==> config.mk <==
export PLATFORM = sky130hd
export DESIGN_NAME = pc_fetch_unit_flat
export DESIGN_NICKNAME = d
export VERILOG_FILES = /design/src/rtl/pc_fetch_unit_if.sv /design/src/rtl/pc_fetch_unit.sv /design/src/flat_wrapper.sv
export SDC_FILE = /design/constraint.sdc
export NUM_CORES = 1
export LEC_CHECK = 0
export BUFFER_PORTS_ARGS = -buffer_cell sky130_fd_sc_hd__buf_4
export CAP_MARGIN = 20
export CORE_MARGIN = 2
export CORE_UTILIZATION = 45
export DETAILED_ROUTE_END_ITERATION = 10
export PLACE_DENSITY_LB_ADDON = 0.12
export SKIP_CTS_REPAIR_TIMING = 1
export SLEW_MARGIN = 20
export SYNTH_ARGS = -nofsm -noshare
export SYNTH_HDL_FRONTEND = slang
export SYNTH_SLANG_ARGS = --single-unit
==> constraint.sdc <==
create_clock -name clk -period 1.6 [get_ports clk]
set_input_delay 0.16 -clock clk [delete_from_list [all_inputs] [get_ports clk]]
set_output_delay 0.16 -clock clk [all_outputs]
set_load 0.05 [all_outputs]
==> src/rtl/pc_fetch_unit_if.sv <==
// Handshake bundle between the fetch unit, the PC-source mux, instruction
// memory and decode. The master modport is the fetch unit's view; the slave
// modport is the view of the surrounding pipeline and memory.
interface pc_fetch_unit_if #(
  parameter int XLEN = 32
);
  logic            redirect_valid;
  logic [XLEN-1:0] redirect_pc;
  logic            imem_req_valid;
  logic [XLEN-1:0] imem_req_addr;
  logic            imem_req_ready;
  logic            imem_rsp_valid;
  logic [31:0]     imem_rsp_data;
  logic            if_valid;
  logic [XLEN-1:0] if_pc;
  logic [31:0]     if_instr;
  logic            id_ready;
  logic [31:0]     fetch_count;

  modport master (
    input  redirect_valid, redirect_pc,
    output imem_req_valid, imem_req_addr,
    input  imem_req_ready, imem_rsp_valid, imem_rsp_data,
    output if_valid, if_pc, if_instr,
    input  id_ready,
    output fetch_count
  );

  modport slave (
    output redirect_valid, redirect_pc,
    input  imem_req_valid, imem_req_addr,
    output imem_req_ready, imem_rsp_valid, imem_rsp_data,
    input  if_valid, if_pc, if_instr,
    output id_ready,
    input  fetch_count
  );
endinterface

==> src/rtl/pc_fetch_unit.sv <==
// Instruction-fetch stage: owns the program counter, issues one outstanding
// instruction-memory request at a time and holds the fetched instruction for
// decode until it is consumed. A redirect flushes the held instruction; if a
// request for the old PC is still in flight, its response is discarded in
// DRAIN before fetching resumes from the new PC.
module pc_fetch_unit #(
  parameter int              XLEN     = 32,
  parameter logic [XLEN-1:0] RESET_PC = '0
) (
  input  logic              clk,
  input  logic              rst_n,
  pc_fetch_unit_if.master   bus
);

  typedef enum logic [1:0] {
    FETCH = 2'd0,
    WAIT  = 2'd1,
    FULL  = 2'd2,
    DRAIN = 2'd3
  } state_t;

  state_t          state_q;
  logic [XLEN-1:0] pc_q;
  logic [XLEN-1:0] if_pc_q;
  logic [31:0]     if_instr_q;
  logic            if_valid_q;
  logic [31:0]     fetch_count_q;
  logic [XLEN-1:0] redirect_aligned;

  assign redirect_aligned   = {bus.redirect_pc[XLEN-1:2], 2'b00};

  assign bus.imem_req_valid = (state_q == FETCH);
  assign bus.imem_req_addr  = pc_q;
  assign bus.if_valid       = if_valid_q;
  assign bus.if_pc          = if_pc_q;
  assign bus.if_instr       = if_instr_q;
  assign bus.fetch_count    = fetch_count_q;

  // Fetch FSM with registered decode-side outputs; a redirect overrides every
  // other event in the cycle and chooses between FETCH and DRAIN depending on
  // whether an old-PC response is still owed by memory.
  always_ff @(posedge clk or negedge rst_n) begin
    if (!rst_n) begin
      state_q       <= FETCH;
      pc_q          <= RESET_PC;
      if_pc_q       <= '0;
      if_instr_q    <= '0;
      if_valid_q    <= 1'b0;
      fetch_count_q <= '0;
    end else if (bus.redirect_valid) begin
      pc_q       <= redirect_aligned;
      if_valid_q <= 1'b0;
      case (state_q)
        FETCH:   state_q <= bus.imem_req_ready ? DRAIN : FETCH;
        WAIT:    state_q <= bus.imem_rsp_valid ? FETCH : DRAIN;
        FULL:    state_q <= FETCH;
        DRAIN:   state_q <= bus.imem_rsp_valid ? FETCH : DRAIN;
        default: state_q <= FETCH;
      endcase
    end else begin
      case (state_q)
        FETCH: begin
          if (bus.imem_req_ready) state_q <= WAIT;
        end
        WAIT: begin
          if (bus.imem_rsp_valid) begin
            if_instr_q <= bus.imem_rsp_data;
            if_pc_q    <= pc_q;
            if_valid_q <= 1'b1;
            pc_q       <= pc_q + XLEN'(4);
            state_q    <= FULL;
          end
        end
        FULL: begin
          if (bus.id_ready) begin
            if_valid_q    <= 1'b0;
            fetch_count_q <= fetch_count_q + 32'd1;
            state_q       <= FETCH;
          end
        end
        DRAIN: begin
          if (bus.imem_rsp_valid) state_q <= FETCH;
        end
        default: state_q <= FETCH;
      endcase
    end
  end

endmodule

==> src/flat_wrapper.sv <==
// flat-port wrapper written by rule: the top's interface ports become plain ports
module pc_fetch_unit_flat 
#(
  parameter int              XLEN     = 32,
  parameter logic [XLEN-1:0] RESET_PC = '0
)
  (clk, rst_n, bus_redirect_valid, bus_redirect_pc, bus_imem_req_valid, bus_imem_req_addr, bus_imem_req_ready, bus_imem_rsp_valid, bus_imem_rsp_data, bus_if_valid, bus_if_pc, bus_if_instr, bus_id_ready, bus_fetch_count);
  pc_fetch_unit_if #(.XLEN(XLEN)) bus_i ();
  input  logic clk;
  input  logic rst_n;
  input wire logic [$bits(bus_i.redirect_valid)-1:0] bus_redirect_valid;
  input wire logic [$bits(bus_i.redirect_pc)-1:0] bus_redirect_pc;
  output wire logic [$bits(bus_i.imem_req_valid)-1:0] bus_imem_req_valid;
  output wire logic [$bits(bus_i.imem_req_addr)-1:0] bus_imem_req_addr;
  input wire logic [$bits(bus_i.imem_req_ready)-1:0] bus_imem_req_ready;
  input wire logic [$bits(bus_i.imem_rsp_valid)-1:0] bus_imem_rsp_valid;
  input wire logic [$bits(bus_i.imem_rsp_data)-1:0] bus_imem_rsp_data;
  output wire logic [$bits(bus_i.if_valid)-1:0] bus_if_valid;
  output wire logic [$bits(bus_i.if_pc)-1:0] bus_if_pc;
  output wire logic [$bits(bus_i.if_instr)-1:0] bus_if_instr;
  input wire logic [$bits(bus_i.id_ready)-1:0] bus_id_ready;
  output wire logic [$bits(bus_i.fetch_count)-1:0] bus_fetch_count;
  assign bus_i.redirect_valid = bus_redirect_valid;
  assign bus_i.redirect_pc = bus_redirect_pc;
  assign bus_imem_req_valid = bus_i.imem_req_valid;
  assign bus_imem_req_addr = bus_i.imem_req_addr;
  assign bus_i.imem_req_ready = bus_imem_req_ready;
  assign bus_i.imem_rsp_valid = bus_imem_rsp_valid;
  assign bus_i.imem_rsp_data = bus_imem_rsp_data;
  assign bus_if_valid = bus_i.if_valid;
  assign bus_if_pc = bus_i.if_pc;
  assign bus_if_instr = bus_i.if_instr;
  assign bus_i.id_ready = bus_id_ready;
  assign bus_fetch_count = bus_i.fetch_count;
  pc_fetch_unit #(.XLEN(XLEN), .RESET_PC(RESET_PC)) u_core (.clk(clk), .rst_n(rst_n), .bus(bus_i));
endmodule
==> results.md, run 1 <==
- Status: finished, violations left
- Failing checks: negative hold slack, negative setup slack
- Flop pwr share: a little over 30%
- Final Max Tran Viols: 0
- Hold Path Stages: 3
- CP arrival: about 2.1 ns
- Site Rows: 40
- H-tree depth: 4
- Startpoint types: flop
- Vias in the first global route: about 4,200
- Port Buffers: 193
- Area leader, netlist: dfrtp_1
- Residual DRC: 0
- Syn avg cell area: between 10 and 15 um^2
- Worst endpoint required time: 1.90 ns
- Area growth syn-to-layout: 63.4%
- Wire per inst: approximately 16 um
- Share of the synthesized area in the top cell type: between 50 and 60%
- Clk slew on worst S/H paths: around 0.050 ns
- Setup CP Type: flop to flop
- Depth of the most critical reg-to-reg path: 6
- Switching power: 6410 uW
- Largest net degree at the start of global routing: between 70 and 80
- Global Route Usage Sum: roughly a fifth
- Relative slew margins: around 59%
- Vias post-DR: between 4,000 and 5,000
- Internal power: 9240 uW
- Hold slack: -0.0243 ns
- Most frequent cell after synthesis: dfrtp_1
- Fmax: about 560 MHz
- Max-Cap Viols: 0
- Pleak: between 0.004 and 0.005 uW
- Synth Instances: between 400 and 500
- Max IR drop VDD: roughly 0.0011 V
- Synth Register Bits: between 100 and 150
- Mapped cell area: 0.00556 mm^2
- Root Driver: clkbuf_16
- Measured slew at the worst slew-check pin: just over 0.6 ns
- Nets: between 800 and 900
- Logic pwr share: between 40% and 50%
- Reg2Reg Launch Point: u_core.state_q[0]$_DFFE_PN0P_
- Global route overflow: 0
- Setup ws final: -0.187 ns
- Register area: around 0.0032 mm^2
- Crit share post-route: 112%
- Final Hold Viols: 2
- Crit. End Element: flop
- EDFF count, synth: 0
- Layout Skew: 0.00602 ns
- Crit Path Max Fanout: 6
- RR Endpoint: u_core.bus.fetch_count[19]$_DFFE_PN0P_
- CP max stage delay: between 0.3 and 0.4 ns
- Hold endpoint: u_core.bus.imem_req_addr[24]$_DFFE_PN0P_
- Clock Path Buffers: 2
- Diode count: 0
- Most frequent cells after synthesis: dfrtp_1 (127), mux2_2 (63), nand2_1 (46)
- Multi-input logic area: 0.00240 mm^2
- Post-synthesis sequential area ratio: between 50 and 60%
- Die W: 115 um
- First-pass DRT Iterations: 4
- Clk sinks: roughly 130
- Reg2reg setup slack: -0.19 ns
- Hold Crit Class: input port to flop
- CP most frequent cell: and4_4
- Largest cells by area after synthesis: dfrtp_1 (57%), mux2_2 (13%), xnor2_1 (4.7%)
- Core area: roughly 0.012 mm^2
- Vias per inst: ~5
- Power density of the placed cells: 1720 mW/mm^2
- Tot Pwr: ~16,000 uW
- CP max-delay cell: dfrtp_1
- Primary FF master, synth: dfrtp_1
- RSZ-0062 raised after global routing: yes
- Filler cell count: 796
- CP Cell Sequence: nor4bb_1, buf_4, and4_4, and4_4, nand4_1, xnor2_1
- Fraction of registers with async set/reset: 100%
- Ys Warns: 0
- I/O Pins: 200
- Hold_sp: bus_redirect_pc[24]
- Die Area: roughly 0.013 mm^2
- Iteration-0 DRC Markers: approximately 250
- Min cycle time layout: 1.79 ns
- Hpwl dp: between 9000 and 10,000 um
- Starting Density: between 40% and 50%
- Routed Antenna Nets: 0
- Setup_tns: -9.71 ns
- First-pass GRT wire length: 21,100 um
- CTS tree: built
- Post-synthesis cell type count: 35
- Skew-Pair Late Insertion Delay: roughly 0.4 ns
- Final-report setup violation count: 86
- Num CTS Buffers: 17
- GPL Wtd Cong: ~0.78
- Clock Power Share: around a quarter
- Total wire length: approximately 15,000 um
- Switching Share: approximately two fifths
- Layout cells sized above 1: between 50% and 60%
- Die Span Y: around 120 um
- Initial antenna violation count: 0
through the flow:
| stage | hold WS, ns | util [%] | std cells | instance area [um^2] | setup WS, ns |
|---|---|---|---|---|---|
| after global placement | 0.229 | 62.7 | 816 | 7540 | -0.186 |
| after detailed placement | 0.228 | 62.7 | 816 | 7540 | -0.280 |
| after CTS | -0.208 | 67.9 | 848 | 8150 | -0.291 |
| after floorplan | -0.136 | - | 457 | 5680 | -0.233 |
| after global routing | 0.000436 | 75.6 | 925 | 9080 | -0.245 |
| final | -0.0243 | 75.6 | 925 | 9080 | -0.187 |
critical path: cells and delay by family, from the launching register on:
kind                      cells  cell delay, ns
and+or+nand+nor               4            0.97
DFF                           1            0.38
buffers and inverters         1            0.17
xor gates and xnor gates      1            0.15
worst max-delay path by stage:
stage,end,start,slack [ns]
3_3_place_gp,u_core.bus.fetch_count[19]$_DFFE_PN0P_,u_core.state_q[0]$_DFFE_PN0P_,-0.19
4_1_cts,u_core.bus.fetch_count[29]$_DFFE_PN0P_,u_core.state_q[0]$_DFFE_PN0P_,-0.29
2_1_floorplan,u_core.bus.fetch_count[19]$_DFFE_PN0P_,u_core.state_q[0]$_DFFE_PN0P_,-0.23
3_5_place_dp,u_core.bus.fetch_count[25]$_DFFE_PN0P_,u_core.state_q[0]$_DFFE_PN0P_,-0.28
6_report,u_core.bus.fetch_count[19]$_DFFE_PN0P_,u_core.state_q[0]$_DFFE_PN0P_,-0.19
5_1_grt,u_core.bus.fetch_count[19]$_DFFE_PN0P_,u_core.state_q[0]$_DFFE_PN0P_,-0.25
metal layers:
metal  up-vias  wire length (um)  share of wire, %  GRT usage (%)
li1       2215                 -                 -              -
met1      2237              6200                42           25.6
met2       150              7550                51           33.2
met3        25               847               5.7           6.06
met4         0               282               1.9           8.67
met5         -                 0                 0              0
registers in the layout, indices dropped and copies added, names as in the netlist:
signal and cells:
u_core.bus.if_instr 32, u_core.state_q 2, u_core.bus.if_pc 30, u_core.bus.fetch_count 32
u_core.bus.imem_req_addr 30, u_core.bus.if_valid 1
layout make-up:
type | instances | share of cell area [%]
Tap cell | 147 | 2.03
Inverter | 1 | 0.0413
Sequential cell | 127 | 35.5
Clock buffer | 20 | 4.92
Multi-Input combinational cell | 305 | 26.4
Timing Repair Buffer | 313 | 29.2
Clock inverter | 12 | 1.83
kinds of logic (layout without fill, tap and decap cells):
kind of cell	after synthesis	count (layout)	synth area share [%]
fa+ha+maj	2	2	0.450
compound gates	35	35	3.29
simple gates	140	140	14.1
mux	64	64	12.9
flops	127	127	57.2
buf+inv	25	346	2.52
xor+xnor	60	60	9.46
other cells	1	4	0.0675
power by group through the flow:
stage | registers, uW | logic [uW] | clock network [uW]
2_1_floorplan | 7910 | 1330 | 0
3_3_place_gp | 4710 | 6610 | 0
3_5_place_dp | 4770 | 6670 | 0
4_1_cts | 4720 | 6680 | 4050
5_1_grt | 4850 | 7230 | 4220
6_report | 4730 | 6940 | 3990
cell usage in the layout (no fill, tap or decap), types with 6 or more instances in the layout:
master and instances:
xnor2_1 29, xor2_1 30, buf_4 238, nand2_1 43
and3_1 14, o21ai_0 13, nand3_2 8, mux2_2 63
nand4_1 25, dfrtp_2 35, clkinv_2 6, dlygate4sd3_1 62
nand3_1 10, o21ai_1 17, nor2_1 10, clkbuf_16 20
dfrtp_1 91
Power figures use the tool's default switching activity.
==> inputs of run 2 (changes only) <==
Settings changed: REMOVE_ABC_BUFFERS set to 1.
==> run 2 against run 1 <==
Compared with the run above:
- the flow still finishes with violations (negative hold slack, negative setup slack)
- clock-buffer cell count grew 6
- hold slack better by 0.0053 ns
- die area unchanged
- cell area rose by 0.90%
- global-route usage barely moved
- power decreased by 1.3%
- critical path depth unchanged
- combinational power up 2%
- sequential share of layout area is 0.82 points lower
==> results.md, run 2 (synthesized netlist as in run 1, its figures left out) <==
- Depth of the most critical reg-to-reg path: 6 (unchanged)
- Root Driver: clkbuf_16
- H-tree depth: 4 (unchanged)
- CP arrival: 2.11 ns (+0.03 ns)
- Setup_tns: -8.68 ns (+1.03 ns)
- Initial antenna violation count: 0 (unchanged)
- Iteration-0 DRC Markers: 183 (-27%)
- Vias in the first global route: 4,372 (+3.7%)
- Die Area: 0.0133 mm^2 (unchanged)
- CTS tree: built
- Tot Pwr: 15,500 uW (-1.3%)
- Hold Crit Class: input port to flop
- Crit Path Max Fanout: 6 (unchanged)
- Vias per inst: 5.00 (about the same)
- Clk sinks: 127 (unchanged)
- Fmax: 550 MHz (-1.8%)
- Routed Antenna Nets: 0 (unchanged)
- Hold slack: -0.0190 ns (+0.00528 ns)
- Global route overflow: 0 (unchanged)
- Max IR drop VDD: 0.00114 V (+8.4%)
- Cell Area, Placed: 0.00753 mm^2 (-0.15%)
- Power density of the placed cells: 1690 mW/mm^2 (-2.1%)
- Wire per inst: 16.3 um (+1.4%)
- Pleak: 0.00439 uW (+2.5%)
- RR Endpoint: u_core.bus.fetch_count[19]$_DFFE_PN0P_
- Most frequent cells in the layout: buf_4 (246), dfrtp_1 (126), mux2_2 (63), dlygate4sd3_1 (63), nand2_1 (43)
- Site Rows: 40 (unchanged)
- Final Max Tran Viols: 0 (unchanged)
- Area growth syn-to-layout: 64.9%
- Hold Path Stages: 3 (unchanged)
- Clock Path Buffers: 2 (unchanged)
- Status: finished, violations left
- Hpwl dp: 9700 um (+4.4%)
- Leading cell type in the layout, fill and taps excluded: buf_4
- Port Buffers: 193 (unchanged)
- Worst endpoint required time: 1.89 ns (about the same)
- Crit share post-route: 114% (+2.0 points)
- Nets: 854 (+2.0%)
- GPL Wtd Cong: 0.773 (-1.2%)
- Start point of the critical path: u_core.state_q[0]$_DFFE_PN0P_
- Post-layout instance area: 0.00916 mm^2 (+0.90%)
- Core area: 0.0120 mm^2 (unchanged)
- Global Route Usage Sum: 20.5% (about the same)
- First-pass GRT wire length: 21,200 um (+0.72%)
- Crit. End Element: flop
- Layout Skew: 0.00663 ns (+0.000608 ns)
- Residual DRC: 0 (unchanged)
- First-pass DRT Iterations: 4 (unchanged)
- RSZ-0062 raised after global routing: yes
- Diode count: 0 (unchanged)
- Final Hold Viols: 1 (-1)
- Reg2Reg Launch Point: u_core.state_q[0]$_DFFE_PN0P_
- Die W: 115 um (unchanged)
- DP Worst Slack: -0.319 ns (-0.0397 ns)
- Startpoint types: flop
- Failing checks: negative hold slack, negative setup slack
- Skew-Pair Late Insertion Delay: 0.41 ns (about the same)
- Min cycle time layout: 1.82 ns (+0.0322 ns)
- Max-Cap Viols: 0 (unchanged)
- Num CTS Buffers: 17 (unchanged)
- Reg2reg setup slack: -0.22 ns (-0.03 ns)
- Hold endpoint: u_core.bus.imem_req_addr[2]$_DFFE_PN0P_
- Setup ws final: -0.219 ns (-0.0322 ns)
- Die Span Y: 115 um (unchanged)
- Total wire length: 15,400 um (+3.2%)
- Clk slew on worst S/H paths: 0.05 ns (about the same)
- Final-report setup violation count: 84 (-2.3%)
- Largest net degree at the start of global routing: 56 (-28%)
- Starting Density: 46.3% (unchanged)
- Setup CP Type: flop to flop
- Layout cells sized above 1: 49.2% (-3.6 points)
- I/O Pins: 200 (unchanged)
- Vias post-DR: 4,710 (+1.8%)
- Hold_sp: bus_redirect_pc[2]
==> run 2: cell count changes in the layout (fill, tap and decap cells not counted), moves of 3 or more <==
cell	delta
dfrtp_1	+35
dfrtp_2	-34
buf_4	+8
buf_6	+7
clkbuf_8	+4
buf_12	+3
bufinv_16	-3
==> run 2: worst max-delay path, stage by stage (launching register included) <==
cell and delay (ns):
dfrtp_1 0.38, nor4bb_2 0.28, buf_4 0.16, and4_1 0.33, and4_4 0.29, nand4_1 0.12
xnor2_1 0.14
==> run 2: cell type report <==
cell class	instances	area [um^2]
clock inverters	6	55.1
repair buffers	330	2830
multi-input cells	305	2400
well taps	147	184
fillers	777	2850
inverters	1	3.75
clock buffers	26	509
flip-flops and latches	127	3180
==> run 2: report_power, final <==
part / internal [uW] / total (uW) / switching, uW
Sequential: 4140 / 4720 / 576
Combinational: 2570 / 7100 / 4530
Clock: 2330 / 3640 / 1310
Total: 9040 / 15500 / 6420
==> run 2: how the worst max path moves through the flow <==
stage	endpoint	slack, ns	depth (start not counted)
after global placement	u_core.bus.fetch_count[19]$_DFFE_PN0P_	-0.16	6
after global routing	u_core.bus.fetch_count[27]$_DFFE_PN0P_	-0.30	6
after CTS	u_core.bus.fetch_count[29]$_DFFE_PN0P_	-0.33	6
after detailed placement	u_core.bus.fetch_count[29]$_DFFE_PN0P_	-0.32	6
final	u_core.bus.fetch_count[19]$_DFFE_PN0P_	-0.22	6
after floorplan	u_core.bus.if_instr[0]$_DFFE_PN0P_	-2.21	3
==> run 2: through the flow <==
stage | hold WS [ns] | std cells | util (%)
floorplan | -0.136 | 433 | -
global placement | 0.0462 | 828 | 62.7
detailed placement | 0.0501 | 828 | 62.7
CTS | -0.394 | 860 | 67.4
global route | 0.0157 | 942 | 76.3
finish | -0.0190 | 942 | 76.3
==> run 2: metal layers <==
layer / vias to the layer above / GRT usage [%] / wire length (um) / part of all wire, %
met2: 155 / 34.4 / 8080 / 53
li1: 2241 / - / - / -
met1: 2292 / 24.9 / 6190 / 40
met4: 0 / 7.23 / 215 / 1.4
met3: 22 / 6.59 / 877 / 5.7
met5: - / 0 / 0 / 0
==> inputs of run 3 (changes only) <==
Settings changed: ABC_AREA set to 1.
==> run 3 against run 2 <==
Compared with the run above:
- final cell count increased by 46%
- clock skew decreased by 0.00052 ns
- via count increased by 43%
- clock power increased by 5%
- area after synthesis increased by 20%
- die area increased by 20%
- combinational power increased by 12%
- the flow finishes with violations (negative hold slack)
- power increased by 8.5%
- synthesized cell count increased by 97%
==> results.md, run 3 <==
- Die Span Y: 126 um (+9.4%)
- Primary FF master, synth: dfrtp_1
- Most frequent cells after synthesis: nand2_1 (402), dfrtp_1 (127), nor2_1 (84)
- Hold slack: -0.0299 ns (-0.0109 ns)
- Crit. End Element: output port
- Largest family of logic cells by synthesized area: simple AND/OR/NAND/NOR gates
- Worst path bufs/invs: 4 (+3)
- Filler cell count: 1,219 (+57%)
- Global route overflow: 0 (unchanged)
- Register area: 0.00319 mm^2 (+0.31%)
- Wire per inst: 14.3 um (-12%)
- Core area: 0.0145 mm^2 (+21%)
- Startpoint types: flop
- CP max-delay cell: dfrtp_1
- EDFF count, synth: 0 (unchanged)
- Diode count: 0 (unchanged)
- Site Rows: 44 (+10%)
- Final-report setup violation count: 0 (-100%)
- Clk slew on worst S/H paths: 0.06 ns (about the same)
- DP Worst Slack: -0.00367 ns (+0.316 ns)
- First-pass DRT Iterations: 5 (+1)
- Mapped cell area: 0.00669 mm^2 (+20%)
- Layout cells sized above 1: 29.3% (-20 points)
- CTS tree: built
- Fraction of synthesized cell area in xor and xnor cells: 2.62% (-6.8 points)
- Area leader, netlist: dfrtp_1
- Syn avg cell area: 7.46 um^2 (-39%)
- Mux cell area share after synthesis: 0% (-13 points)
- Multi-input logic area: 0.00324 mm^2 (+35%)
- Max IR drop VDD: 0.00121 V (+5.9%)
- Synth Register Bits: 127 (unchanged)
- Setup ws final: 0.0410 ns (+0.260 ns)
- Clock Path Buffers: 2 (unchanged)
- Simple-Gate Fraction of Synth Area: 37.8% (+24 points)
- Compound-Gate Fraction of Synth Area: 5.63% (+2.3 points)
- CP top delay family: buffers and inverters
- Vias in the first global route: 6,196 (+42%)
- Iteration-0 DRC Markers: 383 (+110%)
- Most frequent cell after synthesis: nand2_1
- Initial antenna violation count: 0 (unchanged)
- Most frequent cells in the layout: nand2_1 (399), buf_4 (248), dfrtp_1 (118), nor2_1 (73), inv_1 (59)
- First-pass GRT wire length: 30,800 um (+45%)
- Fin util: 67.5% (-8.7 points)
- Final Hold Viols: 7 (+6)
- Share of the synthesized area in the top cell type: 47.5% (-9.7 points)
- Die W: 126 um (+9.4%)
- Fraction of registers with async set/reset: 100% (unchanged)
- RSZ-0062 raised after global routing: yes
- Worst endpoint required time: 1.44 ns (-0.45 ns)
- Nets: 1,250 (+46%)
- H-tree depth: 4 (unchanged)
- Post-synthesis cell type count: 41 (+17%)
- Hpwl dp: 13,900 um (+43%)
- Post-synthesis sequential area ratio: 47.5% (-9.7 points)
- Crit share post-route: 97.4% (-16 points)
- Vias per inst: 4.88 (-2.3%)
- Power density of the placed cells: 1710 mW/mm^2 (+1.3%)
- Setup_tns: 0 ns (+8.68 ns)
- Adder-cell share of the synthesized area: 0.374% (-0.076 points)
- Layout Skew: 0.00611 ns (-0.000520 ns)
- Pleak: 0.00498 uW (+13%)
- Cell Area, Placed: 0.00864 mm^2 (+15%)
- Clk sinks: 127 (unchanged)
- Fmax: 641 MHz (+17%)
- Setup CP Type: flop to output port
- Max-Cap Viols: 0 (unchanged)
- Skew-Pair Late Insertion Delay: 0.42 ns (about the same)
- Hold Crit Class: input port to flop
- Post-layout instance area: 0.00981 mm^2 (+7.1%)
- Ys Warns: 0 (unchanged)
- Largest cells by area after synthesis: dfrtp_1 (48%), nand2_1 (23%), nor2_1 (4.7%)
- Crit Path Max Fanout: 3 (-3)
- I/O Pins: 200 (unchanged)
- Min cycle time layout: 1.56 ns (-0.260 ns)
- GPL Wtd Cong: 0.902 (+17%)
- Port Buffers: 193 (unchanged)
- Largest net degree at the start of global routing: 43 (-23%)
- Leading cell type in the layout, fill and taps excluded: nand2_1
- Synth Instances: 896 (+97%)
- Final Max Tran Viols: 0 (unchanged)
- CP most frequent cell: buf_4
- Starting Density: 46.0% (-0.25 points)
- Num CTS Buffers: 17 (unchanged)
- Failing checks: negative hold slack
- Area growth syn-to-layout: 46.8%
- CP Cell Sequence: buf_4, buf_4, buf_4, buf_4
- CP arrival: 1.40 ns (-0.71 ns)
- Global Route Usage Sum: 24.0% (+3.5 points)
- Die Area: 0.0159 mm^2 (+20%)
- Total wire length: 19,700 um (+28%)
- CP max stage delay: 0.41 ns (+0.03 ns)
- Vias post-DR: 6,716 (+43%)
- Status: finished, violations left
- Root Driver: clkbuf_16
- Routed Antenna Nets: 0 (unchanged)
- Residual DRC: 0 (unchanged)
[run 3: cell types whose count changed after synthesis, sizes merged, moves of 7 or more]
cell / change
a22oi: +7
and3: -15
inv: +63
mux2: -63
nand2: +362
nand3: +38
nand4: -14
nor2: +86
o21ai: +15
xnor2: -21
xor2: -19
[run 3: cells by family after synthesis]
group	count (synthesis)
DFF	127
buffers and inverters	93
xor gates and xnor gates	20
adders and majority gates	2
other	1
AOI/OAI and AO/OA	65
and+or+nand+nor	588
[run 3: power by group]
part           switching, uW  total (uW)  leakage [uW]  internal [uW]
Combinational           5520        7920       0.00310           2400
Clock                   1510        3830      0.000274           2320
Sequential               789        5020       0.00161           4230
Total                   7820       16800       0.00498           8950
[run 3: area by class of cell]
class                           instances  area share (%)
Multi-Input combinational cell        679            33.0
Sequential cell                       127            32.5
Timing Repair Buffer                  289            23.7
Clock buffer                           18            4.47
Inverter                               64            2.55
Tap cell                              184            2.35
Clock inverter                         14            1.47
[run 3: stage by stage]
step	power, uW	std cells
floorplan	10000	870
global placement	12700	1298
detailed placement	12700	1298
CTS	16600	1330
global route	17600	1375
finish	16800	1375
[run 3: worst register-to-register path: cells and delay by family (launching register included)]
family	cells	cell delay [ns]
fa+ha+maj	1	0.20
flops	1	0.39
compound gates	1	0.09
simple gates	4	0.48
buf+inv	1	0.15
xor+xnor	1	0.13
[run 3: metal layers]
layer	wire length, um	part of all wire, %	vias to the layer above	GRT usage [%]
met1	8570	44	3116	31.7
li1	-	-	3370	-
met5	0	0	-	0
met2	9690	49	210	40.2
met4	298	1.5	0	7.05
met3	1100	5.6	20	4.89
[run 3: path summary, 6_finish.rpt]
check	cells after the start	slack, ns	from	endpoint
worst max register to register	8	0.05	u_core.bus.imem_req_addr[3]$_DFFE_PN0P_	u_core.bus.imem_req_addr[8]$_DFFE_PN0P_
worst min register to register	2	0.48	u_core.bus.if_instr[11]$_DFFE_PN0P_	u_core.bus.if_instr[11]$_DFFE_PN0P_
worst max-delay path	4	0.04	u_core.bus.imem_req_addr[3]$_DFFE_PN0P_	bus_imem_req_addr[3]
max in group asynchronous	3	0.76	rst_n	u_core.bus.imem_req_addr[22]$_DFFE_PN0P_
min in group asynchronous	2	0.22	rst_n	u_core.bus.if_instr[3]$_DFFE_PN0P_
worst min-delay path	3	-0.03	bus_redirect_pc[10]	u_core.bus.imem_req_addr[10]$_DFFE_PN0P_
